<file path="src/rtl/spi_bridge_pkg.sv">
// Shared constants for the Avalon-MM front end of spi_core: register map, STATUS/CONTROL
// bit positions and default FIFO depths.
package spi_bridge_pkg;

  localparam logic [1:0] ADDR_TXDATA  = 2'd0;
  localparam logic [1:0] ADDR_RXDATA  = 2'd1;
  localparam logic [1:0] ADDR_STATUS  = 2'd2;
  localparam logic [1:0] ADDR_CONTROL = 2'd3;

  localparam int unsigned STAT_TX_EMPTY    = 0;
  localparam int unsigned STAT_TX_FULL     = 1;
  localparam int unsigned STAT_RX_EMPTY    = 2;
  localparam int unsigned STAT_RX_FULL     = 3;
  localparam int unsigned STAT_BUSY        = 4;
  localparam int unsigned STAT_TX_DROP     = 5;
  localparam int unsigned STAT_RX_OVERFLOW = 6;
  localparam int unsigned STAT_RX_COUNT    = 8;

  localparam int unsigned CTRL_FLUSH_TX  = 0;
  localparam int unsigned CTRL_FLUSH_RX  = 1;
  localparam int unsigned CTRL_CLR_STICKY = 2;
  localparam int unsigned CTRL_IRQ_EN    = 3;

  localparam int unsigned DEFAULT_TX_DEPTH = 8;
  localparam int unsigned DEFAULT_RX_DEPTH = 8;

endpackage

</file>
<file path="src/rtl/spi_sync_fifo.sv">
// Show-ahead synchronous FIFO with occupancy count and a synchronous flush.
// The head word reads as zero while the FIFO is empty.
module spi_sync_fifo #(
  parameter int unsigned Width = 32,
  parameter int unsigned Depth = 8,
  localparam int unsigned Aw = $clog2(Depth),
  localparam int unsigned Cw = Aw + 1
) (
  input  logic             clk_i,
  input  logic             rst_i,
  input  logic             flush_i,
  input  logic             push_i,
  input  logic [Width-1:0] wdata_i,
  input  logic             pop_i,
  output logic [Width-1:0] rdata_o,
  output logic [Cw-1:0]    count_o,
  output logic             full_o,
  output logic             empty_o
);

  logic [Width-1:0] mem_q [Depth];
  logic [Aw-1:0]    wptr_q, wptr_d;
  logic [Aw-1:0]    rptr_q, rptr_d;
  logic [Cw-1:0]    count_q, count_d;
  logic             push_ok, pop_ok;

  assign empty_o = (count_q == '0);
  assign full_o  = (count_q == Cw'(Depth));
  assign count_o = count_q;
  assign rdata_o = empty_o ? '0 : mem_q[rptr_q];

  // A pop on a full FIFO frees the slot that a same-cycle push then takes.
  assign pop_ok  = pop_i & ~empty_o & ~flush_i;
  assign push_ok = push_i & (~full_o | pop_ok) & ~flush_i;

  always_comb begin
    wptr_d  = wptr_q;
    rptr_d  = rptr_q;
    count_d = count_q;
    if (flush_i) begin
      wptr_d  = '0;
      rptr_d  = '0;
      count_d = '0;
    end else begin
      if (push_ok) wptr_d = wptr_q + 1'b1;
      if (pop_ok)  rptr_d = rptr_q + 1'b1;
      count_d = count_q + Cw'(push_ok) - Cw'(pop_ok);
    end
  end

  always_ff @(posedge clk_i or posedge rst_i) begin
    if (rst_i) begin
      wptr_q  <= '0;
      rptr_q  <= '0;
      count_q <= '0;
    end else begin
      wptr_q  <= wptr_d;
      rptr_q  <= rptr_d;
      count_q <= count_d;
    end
  end

  always_ff @(posedge clk_i) begin
    if (push_ok) mem_q[wptr_q] <= wdata_i;
  end

endmodule

</file>
<file path="src/rtl/spi_avalon_bridge.sv">
// Avalon-MM slave front end for spi_core: TX word FIFO feeding the core, RX FIFO capturing
// completed 4-byte packets, plus STATUS/CONTROL registers and a level interrupt.
module spi_avalon_bridge
  import spi_bridge_pkg::*;
#(
  parameter int unsigned TX_DEPTH = DEFAULT_TX_DEPTH,
  parameter int unsigned RX_DEPTH = DEFAULT_RX_DEPTH
) (
  input  logic        clk,
  input  logic        reset,
  input  logic [1:0]  avs_address,
  input  logic        avs_write,
  input  logic [31:0] avs_writedata,
  input  logic        avs_read,
  output logic [31:0] avs_readdata,
  output logic [31:0] core_data_write,
  output logic        core_go_transfer,
  output logic        core_wr_fifo_empty,
  input  logic        core_wr_fifo_req,
  input  logic [31:0] core_data_read,
  input  logic        core_data_pack_ready,
  output logic        irq
);

  localparam int unsigned TxCw = $clog2(TX_DEPTH) + 1;
  localparam int unsigned RxCw = $clog2(RX_DEPTH) + 1;

  logic            in_flight_q, in_flight_d;
  logic            pack_ready_q;
  logic            tx_drop_q, tx_drop_d;
  logic            rx_ovf_q, rx_ovf_d;
  logic            irq_en_q, irq_en_d;
  logic            irq_q, irq_d;
  logic [31:0]     readdata_q, readdata_d;

  logic            tx_empty, tx_full, rx_empty, rx_full;
  logic [TxCw-1:0] tx_count;
  logic [RxCw-1:0] rx_count;
  logic [31:0]     rx_head;
  logic [31:0]     status;
  logic            tx_push, tx_pop_ok, rx_pop, rx_pop_ok;
  logic            ctrl_wr, flush_tx, flush_rx, clr_sticky;
  logic            rise, busy;
  logic            unused_tx_count;

  assign unused_tx_count = ^tx_count;

  assign ctrl_wr    = avs_write & (avs_address == ADDR_CONTROL);
  assign flush_tx   = ctrl_wr & avs_writedata[CTRL_FLUSH_TX];
  assign flush_rx   = ctrl_wr & avs_writedata[CTRL_FLUSH_RX];
  assign clr_sticky = ctrl_wr & avs_writedata[CTRL_CLR_STICKY];

  assign tx_push   = avs_write & (avs_address == ADDR_TXDATA);
  assign tx_pop_ok = core_wr_fifo_req & ~tx_empty & ~flush_tx;
  assign rx_pop    = avs_read & (avs_address == ADDR_RXDATA);
  assign rx_pop_ok = rx_pop & ~rx_empty & ~flush_rx;
  assign rise      = core_data_pack_ready & ~pack_ready_q;
  assign busy      = in_flight_q | ~tx_empty;

  spi_sync_fifo #(
    .Width (32),
    .Depth (TX_DEPTH)
  ) u_tx_fifo (
    .clk_i   (clk),
    .rst_i   (reset),
    .flush_i (flush_tx),
    .push_i  (tx_push),
    .wdata_i (avs_writedata),
    .pop_i   (core_wr_fifo_req),
    .rdata_o (core_data_write),
    .count_o (tx_count),
    .full_o  (tx_full),
    .empty_o (tx_empty)
  );

  spi_sync_fifo #(
    .Width (32),
    .Depth (RX_DEPTH)
  ) u_rx_fifo (
    .clk_i   (clk),
    .rst_i   (reset),
    .flush_i (flush_rx),
    .push_i  (rise),
    .wdata_i (core_data_read),
    .pop_i   (rx_pop),
    .rdata_o (rx_head),
    .count_o (rx_count),
    .full_o  (rx_full),
    .empty_o (rx_empty)
  );

  assign core_go_transfer   = tx_empty;
  assign core_wr_fifo_empty = tx_empty;

  always_comb begin
    status                   = '0;
    status[STAT_TX_EMPTY]    = tx_empty;
    status[STAT_TX_FULL]     = tx_full;
    status[STAT_RX_EMPTY]    = rx_empty;
    status[STAT_RX_FULL]     = rx_full;
    status[STAT_BUSY]        = busy;
    status[STAT_TX_DROP]     = tx_drop_q;
    status[STAT_RX_OVERFLOW] = rx_ovf_q;
    status[STAT_RX_COUNT +: 8] = 8'(rx_count);
  end

  always_comb begin
    readdata_d  = readdata_q;
    in_flight_d = in_flight_q;
    tx_drop_d   = tx_drop_q;
    rx_ovf_d    = rx_ovf_q;
    irq_en_d    = irq_en_q;
    irq_d       = irq_en_q & (~rx_empty | rx_ovf_q);

    if (avs_read) begin
      unique case (avs_address)
        ADDR_TXDATA:  readdata_d = '0;
        ADDR_RXDATA:  readdata_d = rx_head;
        ADDR_STATUS:  readdata_d = status;
        ADDR_CONTROL: readdata_d = {31'b0, irq_en_q};
        default:      readdata_d = '0;
      endcase
    end

    // A new pop outranks the completion of the previous packet in the same cycle.
    if (tx_pop_ok) in_flight_d = 1'b1;
    else if (rise) in_flight_d = 1'b0;

    if (tx_push & tx_full & ~tx_pop_ok & ~flush_tx) tx_drop_d = 1'b1;
    else if (clr_sticky)                            tx_drop_d = 1'b0;

    if (rise & rx_full & ~rx_pop_ok & ~flush_rx) rx_ovf_d = 1'b1;
    else if (clr_sticky)                         rx_ovf_d = 1'b0;

    if (ctrl_wr) irq_en_d = avs_writedata[CTRL_IRQ_EN];
  end

  always_ff @(posedge clk or posedge reset) begin
    if (reset) begin
      in_flight_q  <= 1'b0;
      pack_ready_q <= 1'b0;
      tx_drop_q    <= 1'b0;
      rx_ovf_q     <= 1'b0;
      irq_en_q     <= 1'b0;
      irq_q        <= 1'b0;
      readdata_q   <= '0;
    end else begin
      in_flight_q  <= in_flight_d;
      pack_ready_q <= core_data_pack_ready;
      tx_drop_q    <= tx_drop_d;
      rx_ovf_q     <= rx_ovf_d;
      irq_en_q     <= irq_en_d;
      irq_q        <= irq_d;
      readdata_q   <= readdata_d;
    end
  end

  assign avs_readdata = readdata_q;
  assign irq          = irq_q;

endmodule

</file>
<file path="config.mk">
export PLATFORM = sky130hd
export DESIGN_NAME = spi_avalon_bridge
export DESIGN_NICKNAME = d
export VERILOG_FILES = /design/src/rtl/spi_bridge_pkg.sv /design/src/rtl/spi_sync_fifo.sv /design/src/rtl/spi_avalon_bridge.sv
export SDC_FILE = /design/constraint.sdc
export NUM_CORES = 1
export LEC_CHECK = 0
export CORE_ASPECT_RATIO = 0.8
export CORE_MARGIN = 3
export CORE_UTILIZATION = 55
export CTS_BUF_LIST = sky130_fd_sc_hd__clkbuf_8
export CTS_CLUSTER_SIZE = 30
export DETAILED_ROUTE_END_ITERATION = 8
export PLACE_DENSITY = 0.84
export SYNTH_ARGS = -nofsm -noshare
export SYNTH_HDL_FRONTEND = slang
export SYNTH_SLANG_ARGS = --single-unit
</file>
<file path="constraint.sdc">
create_clock -name clk -period 5.7 [get_ports clk]
set_input_delay 1.14 -clock clk [delete_from_list [all_inputs] [get_ports clk]]
set_output_delay 1.14 -clock clk [all_outputs]
set_load 0.02 [all_outputs]
</file>
==> run summary, run 1 <==
Final HPWL DP: 27,000 um
Worst Tran Pin Value: 1.23 ns
Initial antenna violation count: 2
Netlist cell types: 51
CTS Root Cell: clkbuf_8
Final Hold Vio Count: 0
Vias per std cell: 5.84
Sequential fraction of the synthesis area: 75.4%
FILL cells: 2,526
Core Region: 39,800 um2
Post-Syn Instances: 1,151
Critical-path maximum fanout: 46
Die area: 43,000 um2
Die X: 231 um
Critical Path Sink Type: output pin
TritonCTS clock tree: done
Number of nets still failing antenna checks after routing: 0
Worst setup skew after layout: 0.0411 ns
Syn Area/Cell: 19.4 um2
Io pins: 139
GPL Wtd Cong: 0.781
Clock sink count: 570
Layout cells sized above 1: 19.2%
Largest net degree at the start of global routing: 49
Min Clock Period, post-route: 4.52 ns
Critical-path top delay cell: dfrtp_4
Vert. Die Dim: 186 um
Pleak: 0.00874 uW
Post-CTS setup buffers: 0
Vias: 11,400
Setup TNS: 0 ns
DP Worst Slack: 1.37 ns
Routed WL per cell: 23.5 um
Fin worst setup slack: 1.18 ns
Clock-pin slew of the registers on the worst-case setup and hold paths: 0.06 ns
Area of the multi-input gates: 5120 um2
# nets final: 1,434
Critical Path RT: 4.56 ns
GRT Util Overall: 21.7%
First-pass GRT wire length: 70,500 um
Pwr Density: 452 nW/um2
TritonCTS Buffers: 84
I/O Buffers: 138
RSZ-0062 raised after global routing: false
Fmax: 221 MHz
Yosys reg bits: 570
Commonest non-fill, non-tap cell in the layout: edfxtp_1
Grt ovf: 0
Post-Syn Area: 22,300 um2
Post-synth top area cell: edfxtp_1
H-Tree Depth: 3
Startpoint Class: flop
Final wirelength: 45,800 um
Kind of cell adding the most delay to the critical path: flip-flops
Reg area: 16,800 um2
Vias in the first global route: 12,000
WS Path Type: reg -> out
Worst-Skew Late Latency: 0.64 ns
Max incr delay on CP: 1.01 ns
Clock buffer depth: 3
Most frequent cells in the layout: edfxtp_1, clkdlybuf4s50_1, mux2i_1, mux4_2, clkbuf_8
Buf+Inv Stages, Crit Path: 2
Starting Density: 56.1%
EDFF count, synth: 512
Hold_buf cts: 0
Synth top area cells: edfxtp_1, mux4_2, dfrtp_1, mux2i_1, a22oi_1
Worst EP arrival: 3.38 ns
Yosys top cell area share: 68.9%
Post-CTS Resized: 0
Synthesized Nets: 1,241
Warnings, synthesis: 0
Type of the tightest min-delay check: reg -> reg
Pre-antenna DRT Iters: 5
Outcome: finished, final reports clean
Starting DRC count in detailed routing: 1,057
Final setup viols: 0
Ys async rst share: 10.2%
Final slew viol count: 0
Area growth, synth to finish: 16.6%
Num rows: 65
N_diodes: 0
Slew margin rel.: 17.9%
Period utilization: 79.3%
Synth Flop Type: edfxtp_1
CP Cell Sequence: buf_4 -> mux4_2 -> mux2i_1 -> nor2_1 -> clkdlybuf4s50_1
DRC: 0
Max_cap viols: 0
Max VDD drop: 262 uV
==> cell usage after synthesis (6+ instances only) <==
| library cell | instances |
|---|---|
| a22oi_1 | 30 |
| o221ai_1 | 6 |
| mux4_2 | 97 |
| dfrtp_1 | 58 |
| buf_2 | 13 |
| buf_4 | 16 |
| edfxtp_1 | 512 |
| nor2b_1 | 6 |
| and2_1 | 6 |
| o21ai_0 | 28 |
| inv_1 | 39 |
| a21oi_1 | 7 |
| nand2b_1 | 29 |
| clkbuf_1 | 17 |
| ha_1 | 16 |
| nand3_1 | 36 |
| nor2_1 | 55 |
| nand2_1 | 17 |
| mux2i_1 | 101 |
==> layer usage <==
layer | vias up | GRT usage [%] | wire length (um) | share of wire [%]
li1 | 4960 | - | - | -
met1 | 5874 | 30.9 | 19400 | 42
met2 | 465 | 34.4 | 22200 | 48
met3 | 81 | 4.70 | 3200 | 7.0
met4 | 4 | 6.74 | 982 | 2.1
met5 | - | 0 | 34 | 0.074
==> final cells by class <==
cell class	count	area share (%)
inverters	41	0.592
well taps	536	2.58
clock inverters	61	1.39
repair buffers	163	6.03
flip-flops and latches	570	64.7
clock buffers	94	4.97
multi-input cells	484	19.7
==> per-stage QoR <==
stage | utilization (%) | area (um2) | total power, uW | cells | hold slack [ns]
5_1_grt | 65.4 | 26000 | 12300 | 1949 | 0.516
2_1_floorplan | - | 22300 | 7480 | 1151 | 0.444
6_report | 65.4 | 26000 | 11800 | 1949 | 0.505
3_5_place_dp | 61.2 | 24400 | 8660 | 1794 | 0.474
4_1_cts | 65.4 | 26000 | 11900 | 1949 | 0.495
3_3_place_gp | 61.2 | 24400 | 8530 | 1794 | 0.475
==> state kept, by name, indices dropped and copies added, names as in the netlist, 3 cells and up <==
signal and count:
u_tx_fifo.mem_q 256, u_tx_fifo.count_o 4, u_tx_fifo.rptr_q 3, avs_readdata 32, u_rx_fifo.mem_q 256, u_rx_fifo.rptr_q 3
u_tx_fifo.wptr_q 3, u_rx_fifo.count_o 4, u_rx_fifo.wptr_q 3
==> power breakdown <==
part	internal, uW	leakage, uW	switching, uW	total, uW
Clock	1660	0.000939	1540	3200
Sequential	4880	0.00535	479	5360
Combinational	1620	0.00245	1590	3210
Total	8170	0.00874	3600	11800
==> worst reg2reg max path, delay by kind of cell, from the launching register on <==
| family | cells | cell delay, ns |
|---|---|---|
| adder cells (fa/ha/maj) | 4 | 1.20 |
| AND/OR/NAND/NOR | 3 | 0.71 |
| buffers and inverters | 3 | 0.47 |
| flip-flops | 1 | 0.37 |
| XOR/XNOR | 1 | 0.19 |
==> final timing paths <==
check	start	to	slack (ns)	depth (start not counted)
min reg2reg	in_flight_q	in_flight_q	0.51	1
max	u_tx_fifo.rptr_q[0]	core_data_write[2]	1.18	5
max reg2reg	u_rx_fifo.count_o[2]	u_rx_fifo.count_o[2]	2.65	11
min in group asynchronous	reset	pack_ready_q	0.78	2
max in group asynchronous	reset	u_rx_fifo.rptr_q[1]	3.93	3
min	in_flight_q	in_flight_q	0.51	1
==> logic make-up after synthesis <==
family | Yosys count | synth area share [%]
multiplexers | 199 | 14.4
XOR/XNOR | 9 | 0.353
adder cells (fa/ha/maj) | 18 | 1.08
AO/OA/AOI/OAI | 84 | 2.48
AND/OR/NAND/NOR | 174 | 4.14
buffers and inverters | 97 | 2.14
flip-flops | 570 | 75.4
No activity file was read; power rests on OpenSTA's default activity.
==> run 2, diff against run 1 <==
Settings changed: PLACE_DENSITY 0.84 to 0.87.
Clock period 5.7 ns to 4.1 ns, I/O delays scaled along.
==> run summary, run 2 (synthesis results as in run 1) <==
Worst EP arrival: 3.02 ns (-0.36 ns)
WS Path Type: reg -> out
Min Clock Period, post-route: 3.84 ns
Worst Tran Pin Value: 1.02 ns (-0.213 ns)
Critical Path Sink Type: output pin
Crit path top cell by count: inv_1
Number of nets still failing antenna checks after routing: 0 (unchanged)
Kind of cell adding the most delay to the critical path: buffers and inverters
Post-CTS Resized: 0 (unchanged)
H-Tree Depth: 3 (unchanged)
Layout cells sized above 1: 19.2% (about the same)
RSZ-0062 raised after global routing: false
Type of the tightest min-delay check: reg -> reg
Startpoint Class: flop
Routed WL per cell: 23.9 um (+1.7%)
Clock buffer depth: 3 (unchanged)
TritonCTS clock tree: done
Final setup viols: 0 (unchanged)
Non-filler cells, final: 1,967 (+0.92%)
CP Launch Point: u_tx_fifo.count_o[2]
Final wirelength: 47,000 um (+2.7%)
Final Hold Vio Count: 0 (unchanged)
Worst setup skew after layout: 0.0467 ns (+0.00555 ns)
# nets final: 1,447 (+0.91%)
Critical-path maximum fanout: 34 (-26%)
Num rows: 65 (unchanged)
Initial antenna violation count: 5 (+3)
Io pins: 139 (unchanged)
Fmax: 260 MHz
DRC: 0 (unchanged)
I/O Buffers: 138 (unchanged)
Outcome: finished, final reports clean
Vias in the first global route: 12,200 (+2.4%)
Core Region: 39,800 um2 (unchanged)
RR Startpoint: u_tx_fifo.count_o[2]
Crit path depth: 7 (+2)
Pwr Density: 623 nW/um2 (+38%)
Die area: 43,000 um2 (unchanged)
Reg-to-reg endpoint: u_tx_fifo.count_o[2]
Critical-path top delay cell: clkdlybuf4s50_1
Vias: 11,700 (+2.4%)
Area growth, synth to finish: 17.2%
Vert. Die Dim: 186 um (unchanged)
Reg2Reg Depth: 9 (-2)
Commonest non-fill, non-tap cell in the layout: edfxtp_1
GRT Util Overall: 22.4% (+0.69 points)
Grt ovf: 0 (unchanged)
Largest net degree at the start of global routing: 60 (+22%)
CTS Root Cell: clkbuf_8
Critical Path RT: 3.28 ns (-1.28 ns)
Worst setup endpoint: core_data_write[11]
R2R Setup Slk: 1.36 ns (-1.29 ns)
Die X: 231 um (unchanged)
Vias per std cell: 5.92 (+1.4%)
Worst-Skew Late Latency: 0.66 ns (+0.02 ns)
First-pass GRT wire length: 72,300 um (+2.6%)
Pleak: 0.00881 uW (+0.79%)
Buf+Inv Stages, Crit Path: 4 (+2)
Period utilization: 93.7%
Clock-pin slew of the registers on the worst-case setup and hold paths: 0.06 ns (about the same)
Final HPWL DP: 27,800 um (+2.7%)
Clock sink count: 570 (unchanged)
Max VDD drop: 426 uV (+63%)
Post-CTS setup buffers: 0 (unchanged)
Most frequent cells in the layout: edfxtp_1, clkdlybuf4s50_1, mux2i_1, mux4_2, clkbuf_8
Starting DRC count in detailed routing: 1,032 (-2.4%)
Hold_buf cts: 0 (unchanged)
Slew margin rel.: 32.1% (+14 points)
TritonCTS Buffers: 86 (+2.4%)
Pre-antenna DRT Iters: 5 (unchanged)
GPL Wtd Cong: 0.815 (+4.4%)
Placed Cells: 1,805 (+0.61%)
Final slew viol count: 0 (unchanged)
CP Cell Sequence: inv_1 -> ha_1 -> or3b_1 -> inv_1 -> buf_4 -> nor2_1 -> clkdlybuf4s50_1
Setup TNS: 0 ns (unchanged)
Starting Density: 56.1% (unchanged)
Max_cap viols: 0 (unchanged)
Max incr delay on CP: 0.60 ns (-0.41 ns)
[run 2: cell types whose count changed in the layout (fill, tap and decap cells not counted), sizes merged]
cell	delta
diode	+1
clkbuf	-3
bufinv	-3
inv	+11
buf	+11
clkinvlp	+1
[run 2: how the worst min path moves through the flow]
stage / cells after the start / slack [ns] / from / to
floorplan: 1 / 0.44 / in_flight_q / in_flight_q
global placement: 1 / 0.46 / in_flight_q / in_flight_q
detailed placement: 1 / 0.46 / in_flight_q / in_flight_q
CTS: 1 / 0.48 / in_flight_q / in_flight_q
global route: 1 / 0.52 / in_flight_q / in_flight_q
finish: 1 / 0.48 / in_flight_q / in_flight_q
[run 2: layer usage]
layer,vias to the layer above,GRT usage (%),share of wire [%]
met3,94,5.27,8.2
met4,10,8.20,2.2
met1,5986,30.7,39
li1,5002,-,-
met2,561,35.9,50
met5,-,0,0.15
[run 2: layout make-up]
type / instances / area [um2]
Inverter: 41 / 154
Tap cell: 536 / 671
Fill cell: 2427 / 13600
Clock buffer: 91 / 1250
Timing Repair Buffer: 174 / 1750
Antenna cell: 1 / 2.50
Sequential cell: 570 / 16800
Clock inverter: 70 / 337
Multi-Input combinational cell: 484 / 5150
[run 2: stage by stage]
stage	hold WS, ns	cell area (um2)	setup WS [ns]	util, %	total power, uW
final	0.475	26200	0.258	65.8	16300
after CTS	0.475	26200	0.207	65.8	16400
after global placement	0.462	24600	0.664	61.8	12000
after global routing	0.524	26200	0.126	65.8	17000
after detailed placement	0.461	24600	0.610	61.8	12100
after floorplan	0.444	22300	0.297	-	10400
[run 2: report_power, final]
| group | internal, uW | switching [uW] |
|---|---|---|
| Clock | 2090 | 2140 |
| Combinational | 2330 | 2360 |
| Sequential | 6790 | 590 |
==> run 3, diff against run 2 <==
Settings changed: GPL_TIMING_DRIVEN set to 0.
==> run summary, run 3 (synthesis results as in run 1) <==
H-Tree Depth: 3 (unchanged)
Critical Path RT: 3.28 ns (about the same)
Period utilization: 96.4% (+2.7 points)
TritonCTS clock tree: done
Int Power: 11,400 uW (+1.8%)
Type of the tightest min-delay check: reg -> reg
Post-DP Area: 25,100 um2 (+2.2%)
Most frequent cells in the layout: edfxtp_1, clkdlybuf4s50_1, mux2i_1, mux4_2, clkbuf_8
Post-CTS Resized: 4 (+4)
RSZ-0062 raised after global routing: false
Commonest non-fill, non-tap cell in the layout: edfxtp_1
Routed WL per cell: 25.2 um (+5.3%)
Min Clock Period, post-route: 3.95 ns (+0.110 ns)
Die area: 43,000 um2 (unchanged)
FILL cells: 2,347 (-3.3%)
Final Hold Vio Count: 0 (unchanged)
Outcome: finished, final reports clean
TritonCTS Buffers: 86 (unchanged)
Vias in the first global route: 12,800 (+4.3%)
Part of the power in the clock network: 26.2% (+0.3 points)
Starting Density: 56.1% (unchanged)
Num rows: 65 (unchanged)
CTS Root Cell: clkbuf_8
DP Worst Slack: 0.105 ns (-0.505 ns)
Io pins: 139 (unchanged)
Clock sink count: 570 (unchanged)
Final HPWL DP: 32,400 um (+17%)
Sequential Power Share: 42.1% (-3.2 points)
Pre-antenna DRT Iters: 5 (unchanged)
Max VDD drop: 313 uV (-27%)
Starting DRC count in detailed routing: 1,477 (+43%)
Grt ovf: 0 (unchanged)
Final slew viol count: 0 (unchanged)
Hold_buf cts: 0 (unchanged)
Worst EP arrival: 3.13 ns (+0.11 ns)
Worst-Skew Late Latency: 0.67 ns (about the same)
Pwr Density: 625 nW/um2 (+0.33%)
Area growth, synth to finish: 19.8%
Vert. Die Dim: 186 um (unchanged)
Post-CTS setup buffers: 0 (unchanged)
Worst Tran Pin Value: 0.868 ns (-0.151 ns)
DRC: 0 (unchanged)
Die X: 231 um (unchanged)
Fmax: 253 MHz (-2.8%)
Critical-path maximum fanout: 10 (-71%)
Logic pwr share: 31.7% (+3.0 points)
Core Region: 39,800 um2 (unchanged)
Number of nets still failing antenna checks after routing: 0 (unchanged)
Vias: 12,100 (+4.2%)
Max incr delay on CP: 0.56 ns (-0.04 ns)
Sw Ratio: 31.7% (+0.48 points)
Layout cells sized above 1: 20.5% (+1.2 points)
Largest net degree at the start of global routing: 38 (-37%)
Clock buffer depth: 3 (unchanged)
Worst setup skew after layout: 0.0624 ns (+0.0157 ns)
Slew margin rel.: 42.2% (+10 points)
Final wirelength: 50,700 um (+7.9%)
Net switching power: 5290 uW (+4.1%)
Critical Path Sink Type: output pin
Crit path top cell by count: inv_1
GRT Util Overall: 24.0% (+1.6 points)
Area of the multi-input gates: 5150 um2 (unchanged)
Total Power: 16,700 uW (+2.5%)
Setup TNS: 0 ns (unchanged)
Clock-pin slew of the registers on the worst-case setup and hold paths: 0.06 ns (about the same)
I/O Buffers: 138 (unchanged)
Critical-path top delay cell: clkdlybuf4s50_1
Vias per std cell: 6.03 (+1.7%)
Max_cap viols: 0 (unchanged)
Design area: 26,700 um2 (+2.2%)
Startpoint Class: flop
Non-filler cells, final: 2,015 (+2.4%)
Fin worst setup slack: 0.147 ns (-0.110 ns)
Initial antenna violation count: 6 (+1)
Reg area: 16,800 um2 (about the same)
Placed Cells: 1,853 (+2.7%)
GPL Wtd Cong: 0.788 (-3.3%)
Final setup viols: 0 (unchanged)
WS Path Type: reg -> out
# nets final: 1,495 (+3.3%)
CP Cell Sequence: inv_1 -> ha_1 -> or3b_1 -> inv_1 -> clkbuf_2 -> nor2_1 -> clkdlybuf4s50_1
First-pass GRT wire length: 76,600 um (+6.0%)
Pleak: 0.00909 uW (+3.2%)
==> run 3: cell count changes in the layout (fill, tap and decap cells not counted), sizes merged <==
cell,delta
diode,+2
bufinv,+2
clkinvlp,-4
buf,+28
clkbuf,+19
clkinv,+3
inv,-2
==> run 3: final cells by class <==
type / instances / share of cell area, %
tap: 536 / 2.51
timing repair buffer: 166 / 7.38
inverter: 41 / 0.576
buffer: 56 / 1.27
clock inverter: 69 / 1.38
multi-input combinational: 484 / 19.3
antenna: 3 / 0.0281
sequential: 570 / 63.0
clock buffer: 90 / 4.64
==> run 3: final timing paths <==
kind                       slack (ns)            startpoint  cells after the start                    to
setup / recovery                 0.15  u_tx_fifo.count_o[3]                      7    core_data_write[2]
hold / removal                   0.48           in_flight_q                      1           in_flight_q
setup reg to reg                 1.02  u_rx_fifo.count_o[2]                     12  u_rx_fifo.count_o[2]
hold reg to reg                  0.48           in_flight_q                      1           in_flight_q
max in group asynchronous        2.87                 reset                      3      avs_readdata[11]
min in group asynchronous        0.58                 reset                      2      avs_readdata[31]
==> run 3: through the flow <==
stage,hold WS (ns),utilization [%]
6_report,0.480,67.2
5_1_grt,0.508,67.2
3_3_place_gp,0.457,61.3
2_1_floorplan,0.444,-
3_5_place_dp,0.468,63.1
4_1_cts,0.482,67.2
==> run 3: power groups by stage <==
stage	sequential (uW)	clock, uW	combinational (uW)
after floorplan	7160	0	3240
after global placement	7110	0	4900
after detailed placement	7140	0	5230
after CTS	7030	4420	5300
after global routing	7070	4690	5640
final	7040	4370	5290
==> run 3: worst max-delay path: cells and delay by family, from the launching register on <==
kind	cells	cell delay [ns]
buf+inv	4	1.27
simple gates	2	0.62
flops	1	0.41
fa+ha+maj	1	0.16
==> run 3: per-layer routing <==
layer	vias to the layer above	GRT usage (%)	part of all wire, %
li1	5101	-	-
met1	6184	32.3	38
met2	719	39.2	50
met3	129	5.19	8.7
met4	8	9.64	3.5
met5	-	0	0.099
